### src/rtl/fifo_pkg.sv
// -----------------------------------------------------------------------------
// fifo_pkg
//
// Purpose:
//   Definitions shared by the asynchronous FIFO environment and the read-side
//   packetizer: the packetizer FSM state encoding, the default FIFO word
//   width, and the width of the delivered-packet counter.
//
// Contents:
//   DATA_WIDTH_DEF - default word width used by the FIFO and its consumers
//   PKT_CNT_W      - width of the delivered-packet counter (wraps modulo 2^16)
//   pkt_state_e    - packetizer FSM states (IDLE, BURST, GAP)
// -----------------------------------------------------------------------------
package fifo_pkg;

    localparam int DATA_WIDTH_DEF = 8;
    localparam int PKT_CNT_W      = 16;

    typedef enum logic [1:0] {
        IDLE  = 2'd0,
        BURST = 2'd1,
        GAP   = 2'd2
    } pkt_state_e;

endpackage : fifo_pkg

### src/rtl/skid_buffer_2.sv
// -----------------------------------------------------------------------------
// skid_buffer_2
//
// Purpose:
//   Two-entry, in-order valid/ready buffer with registered outputs. The output
//   side is driven straight from the head register, so o_data is stable for as
//   long as o_valid=1 and i_ready=0. A push and a pop may happen in the same
//   cycle. A push is only taken while o_in_ready=1 (fewer than two entries).
//
// Ports:
//   i_clk      - clock
//   i_rst      - synchronous reset, active-high; empties the buffer
//   i_valid    - upstream word present (taken only when o_in_ready=1)
//   o_in_ready - buffer has room for one more word
//   i_data     - upstream payload
//   o_valid    - head entry valid (buffer not empty)
//   i_ready    - downstream accepts the head entry this cycle
//   o_data     - head entry payload
//   o_count    - number of occupied entries (0..2)
// -----------------------------------------------------------------------------
module skid_buffer_2 #(
    parameter int W = 9
) (
    input  logic         i_clk,
    input  logic         i_rst,
    input  logic         i_valid,
    output logic         o_in_ready,
    input  logic [W-1:0] i_data,
    output logic         o_valid,
    input  logic         i_ready,
    output logic [W-1:0] o_data,
    output logic [1:0]   o_count
);

    logic [W-1:0] r_head;
    logic [W-1:0] r_tail;
    logic [1:0]   r_count;

    logic w_push;
    logic w_pop;

    assign w_push = i_valid && (r_count != 2'd2);
    assign w_pop  = (r_count != 2'd0) && i_ready;

    // NOTE: every register in an always_ff is assigned with <= so all of them
    // update together from pre-edge values; a blocking = here would let later
    // statements see half-updated state and can differ between sim and synth.
    always_ff @(posedge i_clk) begin
        if (i_rst) begin
            // NOTE: the two entries are flop-based storage, not a RAM, and the
            // head drives the output port directly, so they are cleared here to
            // give a defined all-zero output after reset.
            r_head  <= '0;
            r_tail  <= '0;
            r_count <= 2'd0;
        end else begin
            case (r_count)
                2'd0: begin
                    if (w_push) begin
                        r_head  <= i_data;
                        r_count <= 2'd1;
                    end
                end
                2'd1: begin
                    case ({w_push, w_pop})
                        2'b11: r_head <= i_data;   // head leaves, new word replaces it
                        2'b10: begin
                            r_tail  <= i_data;
                            r_count <= 2'd2;
                        end
                        2'b01: r_count <= 2'd0;
                        default: ;
                    endcase
                end
                2'd2: begin
                    // Full: no push can be taken, only the head can leave.
                    if (w_pop) begin
                        r_head  <= r_tail;
                        r_count <= 2'd1;
                    end
                end
                default: r_count <= 2'd0;
            endcase
        end
    end

    assign o_in_ready = (r_count != 2'd2);
    assign o_valid    = (r_count != 2'd0);
    assign o_data     = r_head;
    assign o_count    = r_count;

endmodule : skid_buffer_2

### src/rtl/fifo_read_packetizer.sv
// -----------------------------------------------------------------------------
// fifo_read_packetizer
//
// Purpose:
//   Drains the read port of a first-word-fall-through FIFO and re-emits the
//   words as a valid/ready stream framed into packets of PKT_LEN words, the
//   last word flagged with Out_last. GAP_CYCLES pop-free cycles are inserted
//   between packets. Output goes through a 2-entry skid buffer so downstream
//   backpressure never drops or duplicates a word.
//
// Parameters:
//   Data_width - word width, must match the FIFO
//   PKT_LEN    - words per packet (2..256)
//   GAP_CYCLES - idle cycles between packets; 0 gives back-to-back packets
//   CNT_W      - width of the in-packet word index
//
// Ports:
//   Rclk      - read-domain clock (FIFO read clock)
//   Rrst      - synchronous reset, active-high
//   Enable    - allows new packets to start
//   Rempty    - FIFO empty flag
//   Rdata     - FIFO head word, valid whenever Rempty=0
//   Rinc      - FIFO pop strobe (combinational)
//   Out_valid - stream word valid
//   Out_ready - downstream accept
//   Out_data  - stream word
//   Out_last  - final word of a packet
//   Busy      - FSM not idle or words still buffered
//   Pkt_count - packets fully delivered, wraps modulo 2^16
// -----------------------------------------------------------------------------
module fifo_read_packetizer
    import fifo_pkg::*;
#(
    parameter int Data_width = DATA_WIDTH_DEF,
    parameter int PKT_LEN    = 4,
    parameter int GAP_CYCLES = 2,
    parameter int CNT_W      = $clog2(PKT_LEN)
) (
    input  logic                  Rclk,
    input  logic                  Rrst,
    input  logic                  Enable,
    input  logic                  Rempty,
    input  logic [Data_width-1:0] Rdata,
    output logic                  Rinc,
    output logic                  Out_valid,
    input  logic                  Out_ready,
    output logic [Data_width-1:0] Out_data,
    output logic                  Out_last,
    output logic                  Busy,
    output logic [PKT_CNT_W-1:0]  Pkt_count
);

    // Gap counter runs 0..GAP_CYCLES-1; keep at least one bit so the design
    // still elaborates when the gap is disabled.
    localparam int GAP_W = (GAP_CYCLES > 1) ? $clog2(GAP_CYCLES) : 1;

    localparam logic [CNT_W-1:0] LAST_IDX = CNT_W'(PKT_LEN - 1);
    localparam logic [GAP_W-1:0] GAP_LAST = GAP_W'((GAP_CYCLES > 0) ? (GAP_CYCLES - 1) : 0);

    pkt_state_e            r_state;
    pkt_state_e            w_next_state;
    logic [CNT_W-1:0]      r_word_idx;
    logic [GAP_W-1:0]      r_gap_cnt;
    logic [PKT_CNT_W-1:0]  r_pkt_count;

    logic                  w_pop;
    logic                  w_word_last;
    logic                  w_buf_in_ready;
    logic [1:0]            w_buf_count;
    logic [Data_width:0]   w_buf_in;
    logic [Data_width:0]   w_buf_out;
    logic                  w_out_valid;
    logic                  w_deliver_last;

    assign w_word_last = (r_word_idx == LAST_IDX);

    // -------------------------------------------------------------------------
    // Next-state and pop strobe
    // -------------------------------------------------------------------------
    always_comb begin
        // NOTE: both outputs of this block get a value before any branch, so
        // every path assigns them and no latch is inferred.
        w_next_state = r_state;
        w_pop        = 1'b0;

        case (r_state)
            IDLE: begin
                if (Enable) begin
                    w_next_state = BURST;
                end
            end

            BURST: begin
                if ((r_word_idx == '0) && !Enable) begin
                    // Between packets with Enable withdrawn: nothing has been
                    // popped for the next packet yet, so stop here rather than
                    // start one. Mid-packet, Enable is ignored until Last.
                    w_next_state = IDLE;
                end else begin
                    // Never pop an empty FIFO, and only pop into free buffer space.
                    w_pop = !Rempty && w_buf_in_ready;
                    if (w_pop && w_word_last) begin
                        if (GAP_CYCLES > 0) begin
                            w_next_state = GAP;
                        end else if (!Enable) begin
                            w_next_state = IDLE;
                        end
                    end
                end
            end

            GAP: begin
                if (r_gap_cnt == GAP_LAST) begin
                    w_next_state = Enable ? BURST : IDLE;
                end
            end

            default: w_next_state = IDLE;
        endcase

        // The strobe is combinational, so gate it directly while in reset.
        if (Rrst) begin
            w_pop = 1'b0;
        end
    end

    // -------------------------------------------------------------------------
    // State, word index, gap counter and delivered-packet counter
    // -------------------------------------------------------------------------
    always_ff @(posedge Rclk) begin
        if (Rrst) begin
            r_state     <= IDLE;
            r_word_idx  <= '0;
            r_gap_cnt   <= '0;
            r_pkt_count <= '0;
        end else begin
            r_state <= w_next_state;

            if (w_pop) begin
                r_word_idx <= w_word_last ? '0 : r_word_idx + 1'b1;
            end

            // Counts the cycles already spent in GAP; cleared on every other
            // cycle so each gap starts from zero.
            if ((r_state == GAP) && (w_next_state == GAP)) begin
                r_gap_cnt <= r_gap_cnt + 1'b1;
            end else begin
                r_gap_cnt <= '0;
            end

            if (w_deliver_last) begin
                r_pkt_count <= r_pkt_count + 1'b1;
            end
        end
    end

    // -------------------------------------------------------------------------
    // Output skid buffer: payload is {data, last}
    // -------------------------------------------------------------------------
    assign w_buf_in = {Rdata, w_word_last};

    skid_buffer_2 #(
        .W (Data_width + 1)
    ) u_skid (
        .i_clk      (Rclk),
        .i_rst      (Rrst),
        .i_valid    (w_pop),
        .o_in_ready (w_buf_in_ready),
        .i_data     (w_buf_in),
        .o_valid    (w_out_valid),
        .i_ready    (Out_ready),
        .o_data     (w_buf_out),
        .o_count    (w_buf_count)
    );

    assign w_deliver_last = w_out_valid && Out_ready && w_buf_out[0];

    assign Rinc      = w_pop;
    assign Out_valid = w_out_valid;
    assign Out_data  = w_buf_out[Data_width:1];
    assign Out_last  = w_buf_out[0];
    assign Busy      = (r_state != IDLE) || (w_buf_count != 2'd0);
    assign Pkt_count = r_pkt_count;

endmodule : fifo_read_packetizer

### config.mk
export PLATFORM = sky130hd
export DESIGN_NAME = fifo_read_packetizer
export DESIGN_NICKNAME = d
export VERILOG_FILES = /design/src/rtl/fifo_pkg.sv /design/src/rtl/skid_buffer_2.sv /design/src/rtl/fifo_read_packetizer.sv
export SDC_FILE = /design/constraint.sdc
export NUM_CORES = 1
export LEC_CHECK = 0
export BUFFER_PORTS_ARGS = -buffer_cell sky130_fd_sc_hd__clkbuf_2
export CAP_MARGIN = 20
export CORE_AREA = 2 2 62 64
export DETAILED_ROUTE_END_ITERATION = 6
export DIE_AREA = 0 0 64 66
export PLACE_DENSITY = 0.77
export RECOVER_POWER = 25
export SYNTH_ARGS = -nofsm -noshare
export SYNTH_HDL_FRONTEND = slang
export SYNTH_SLANG_ARGS = --single-unit
### constraint.sdc
create_clock -name Rclk -period 5.1 [get_ports Rclk]
set_input_delay 1.02 -clock Rclk [delete_from_list [all_inputs] [get_ports Rclk]]
set_output_delay 1.02 -clock Rclk [all_outputs]
set_load 0.03 [all_outputs]
Yosys cells after proc, flatten, opt, wreduce, memory -nomap -nowiden --
Index checks and enable logic that the tools add are counted.
Cells by class: muxes and demuxes 18, $add $sub $neg 3, reductions and logical operators 20, bitwise logic cells 1, equality and inequality tests 14
Operators with widths (number):
- 9-bit two-way mux | 3
- 9-bit one-hot mux with 3 select lines | 1
- 16-bit by 1-bit adder with 16-bit output (second input constant) | 1
- 2-bit two-way mux | 7
- 2-bit equality test (second input constant) | 6
- 2-bit one-hot mux with 3 select lines | 2
- 1-bit logical AND | 7
- 2-bit by 1-bit equality test with 1-bit output (second input constant) | 3
- 2-bit logical NOT | 3
- 1-bit two-way mux | 4
- 2-bit by 1-bit != test with 1-bit output (second input constant) | 2
- 2-bit != test (second input constant) | 2
- 2-bit one-hot mux with 2 select lines | 1
- 4-bit AND reduction | 1
- 2-bit nonzero test | 2
- 3-bit by 1-bit != test with 1-bit output (second input constant) | 1
- 3-bit AND reduction | 1
- 3-bit nonzero test | 1
- 2-bit by 1-bit adder with 2-bit output (second input constant) | 1
- 1-bit logical NOT | 2
- 2-bit AND reduction | 1
- 2-bit OR reduction | 1
- 1-bit adder (second input constant) | 1
- 1-bit logical OR | 1
- 1-bit inverter | 1
Storage, ports and cells: register bits after elaboration 41, output and inout port bits 28, bits of input ports 13, word-level logic and storage cells 63

Logic depth before layout (Yosys ltp) --
depth in word-level cells 10, mapped depth 7, mapped depth without buffers 6

Cells and area by module --
From an unflattened synthesis, not the netlist that was laid out.
Second synthesis, totals: cells, all modules 203, area total of the unflattened synthesis 2003.2 um^2
Modules (own cells, without submodules):
- fifo_read_packetizer | cells an instance 111, times used 1, sequential area each 420.4 um^2, area each 1021.0 um^2
- skid_buffer_2 | cells an instance 92, times used 1, sequential area each 400.4 um^2, area each 982.2 um^2

Worst setup path after synthesis --
Ideal clock, no wire load.
path kind input to output, from input port Rempty, to output port Rinc, slack 1866 ps, path buffers 0, arrival 2214 ps, stages 2, cell sequence or3b_1 > nor4b_2
Between the ends: word-level cells in the longest chain between the ends 5
Ends and longest elaborated chain:
- start, declared | line fifo_read_packetizer.sv:42 | input logic Rempty,
- 1-bit logical NOT | line fifo_read_packetizer.sv:101 | w_pop = !Rempty && w_buf_in_ready;
- 1-bit logical AND | line fifo_read_packetizer.sv:101
- 1-bit two-way mux | line fifo_read_packetizer.sv:94 | if ((r_word_idx == '0) && !Enable) begin
- 1-bit two-way mux | line fifo_read_packetizer.sv:86 | case (r_state)
- 1-bit two-way mux | line fifo_read_packetizer.sv:122 | if (Rrst) begin
- end, declared | line fifo_read_packetizer.sv:44 | output logic Rinc,
Every way passes these cells.

Worst setup path in the final report --
from input port Rrst, to output port Rinc
Between the ends: word-level cells in the longest chain between the ends 1
Ends and longest elaborated chain:
- start, declared | line fifo_read_packetizer.sv:40 | input logic Rrst,
- 1-bit two-way mux | line fifo_read_packetizer.sv:122
Every way passes these cells.

==> metrics <==
status=complete, but fails checks; failing checks=max-capacitance violations, max-slew violations; critical path, cell by cell=clkbuf_1 > nor4b_2 > clkbuf_2; commonest non-fill, non-tap cell in the layout=dfxtp_1; total number of vias=1573; Ant. Diodes=0; met1 wire length=around 1700 um; Area Growth Syn to Fin=14.6%; Total GRT Usage=18.9%; remaining antenna violation count=0; RSZ-0062 raised after global routing=no; Least-Margin Pin Slew=about 1.8 ns; clock sink total=between 40 and 50; CTS max path bufs=2; R2R Path Start=r_state[0]$_SDFF_PP0_; DR WL met2=between 1500 and 2000 um; DIE AREA=4220 um2; Post-synth EDFFs=0; WP data required=4.08 ns; nets=255; min-delay src=u_skid.r_tail[5]$_SDFFE_PP0P_; Avg Inst Size Synth=9.21 um2; Ys Warns=0; Slew headroom=-19.5%; Avg Vias per Cell=5.48; Cells after Synth=~200; Post-CTS Setup Bufs=0; class of the worst hold path=flip-flop to flip-flop; final hold vios=0; Core Area=3550 um2; Mapped Area=1850 um2; Pins Over Slew Limit=45; Max stage delay on crit path=1.26 ns; Max Used Layer=met4; commonest non-fill, non-tap cells in the layout=dfxtp_1 (41), clkbuf_2 (35), nor2_1 (20), a21oi_1 (18), inv_1 (15); wire per inst=12.3 um; RD Place Congestion=0.726; Clock Latency Late Sink=0.35 ns; Final Skew=between 0.01 and 0.015 ns; Crit Path Class=input pin to primary output; Seq cells post-synth=41; DP Cell Count=280; post-CTS sizing=0; clk root buf=clkbuf_4; Syn Nets=217; # Max-Cap Violations=1; final worst setup slack=1.28 ns; share of cells above drive strength 1=between 10% and 20%; port bufs=40; pwr/cell area=249 nW/um2; drt first-iter violations=83; Pre-antenna DRT Iters=4; DP Worst Slack=1.68 ns; asr flop ratio synth=0%; hold_buf cts=0; post-synthesis sequential area ratio=44.3%; die height=66 um; main flop type after synthesis=dfxtp_1; CP max stage cell=clkbuf_1; main combinational cell family by area after synthesis=simple AND/OR/NAND/NOR gates; die width=64 um; Leakage=0.000835 uW; critical path fanouts, max=44; f_max=262 MHz; Post-Synth XOR/XNOR Area=3.78%; Worst Setup End Kind=primary output; Setup Viol. Count Final=0; final wirelength=3540 um; DRC errors left=0; WP data arrival=2.80 ns; Initial Util=about 52%; simple-gate share of the synthesized area=22.0%; CTS clk-pin slew, worst paths=0.11 ns; VDD IR max=0.179 mV; mux contribution to synthesized area=between 6 and 7%; GRT overflow=0; placed instance area=2070 um2; fin crit period=between 3 and 4 ns; initial antenna violation count=0; number of global-route vias before repair=1443; crit path launch=Rrst; post-synthesis compound-gate area fraction=16.1%; post-synth cell types=41; CTS H-tree lvls=2; period utilization=74.9%; Detail Placement HPWL=between 2000 and 2500 um; met3 WL=193 um; first-pass GRT wire length=6190 um; fin cells=287; Row Count=22; design area=approximately 2100 um2; TNS Setup=0 ns; Layout Utilization=59.8%; CTS Buf Count=5; CTS tree=yes; adder-cell area share of the yosys netlist=under 10%; # IOs=41; largest net degree at the start of global routing=45; Startpoint Class=input pin
==> worst max-delay path: cells and delay by family <==
kind	cells	cell delay [ns]
buffers and inverters	2	1.54
and+or+nand+nor	1	0.24
==> synth_stat cells, drive strengths merged, types with 4 or more instances <==
cell	number	area [um2]
dfxtp	41	821
nor2	20	75.1
a21oi	18	90.1
inv	15	56.3
mux2i	12	120
nand2	9	50.1
o221a	9	101
clkbuf	6	22.5
or3	6	37.5
nand3	5	25.0
nor3	5	25.0
o31ai	5	37.5
xnor2	5	43.8
nand4	4	25.0
o21ai	4	20.0
or4	4	30.0
==> flip-flops by register name (all words and copies together) (netlist names) <==
name	flops
Pkt_count	16
u_skid.o_data	9
u_skid.r_tail	9
r_state	2
r_word_idx	2
u_skid.o_count	2
r_gap_cnt	1
==> path summary, 6_finish.rpt <==
| path | to | slack [ns] | cells after the start |
|---|---|---|---|
| min | u_skid.r_tail[5]$_SDFFE_PP0P_ | 0.51 | 2 |
| max reg2reg | u_skid.o_data[6]$_SDFFE_PP0P_ | 2.99 | 3 |
| max | Rinc | 1.28 | 3 |
| min reg2reg | u_skid.r_tail[5]$_SDFFE_PP0P_ | 0.51 | 2 |
==> metal layers <==
metal	vias up	track usage, %
li1	797	-
met1	733	22.5
met2	38	31.0
met3	5	6.13
met4	0	8.70
met5	-	0
==> through the flow <==
stage	total power [uW]	hold WS, ns
2_1_floorplan	357	0.463
3_3_place_gp	369	0.467
3_5_place_dp	370	0.479
4_1_cts	535	0.509
5_1_grt	550	0.521
6_report	529	0.507
==> logic make-up after synthesis <==
kind of cell    after synthesis
mux                          12
fa+ha+maj                     3
simple gates                 71
flops                        41
xor+xnor                      8
compound gates               42
buf+inv                      24
==> final cells by class <==
class	count	area (um2)
Fill cell	343	1430
Multi-Input combinational cell	136	932
Sequential cell	41	821
Timing Repair Buffer	40	194
Tap cell	48	60.1
Inverter	15	56.3
Clock buffer	6	51.3
Clock inverter	1	7.51
==> power breakdown <==
group	leakage, uW	internal (uW)	switching [uW]
logic	0.000473	12.3	22.9
registers	0.000331	324	2.94
clock network	0.0000303	64.6	102
No activity file was read; power rests on OpenSTA's default activity.
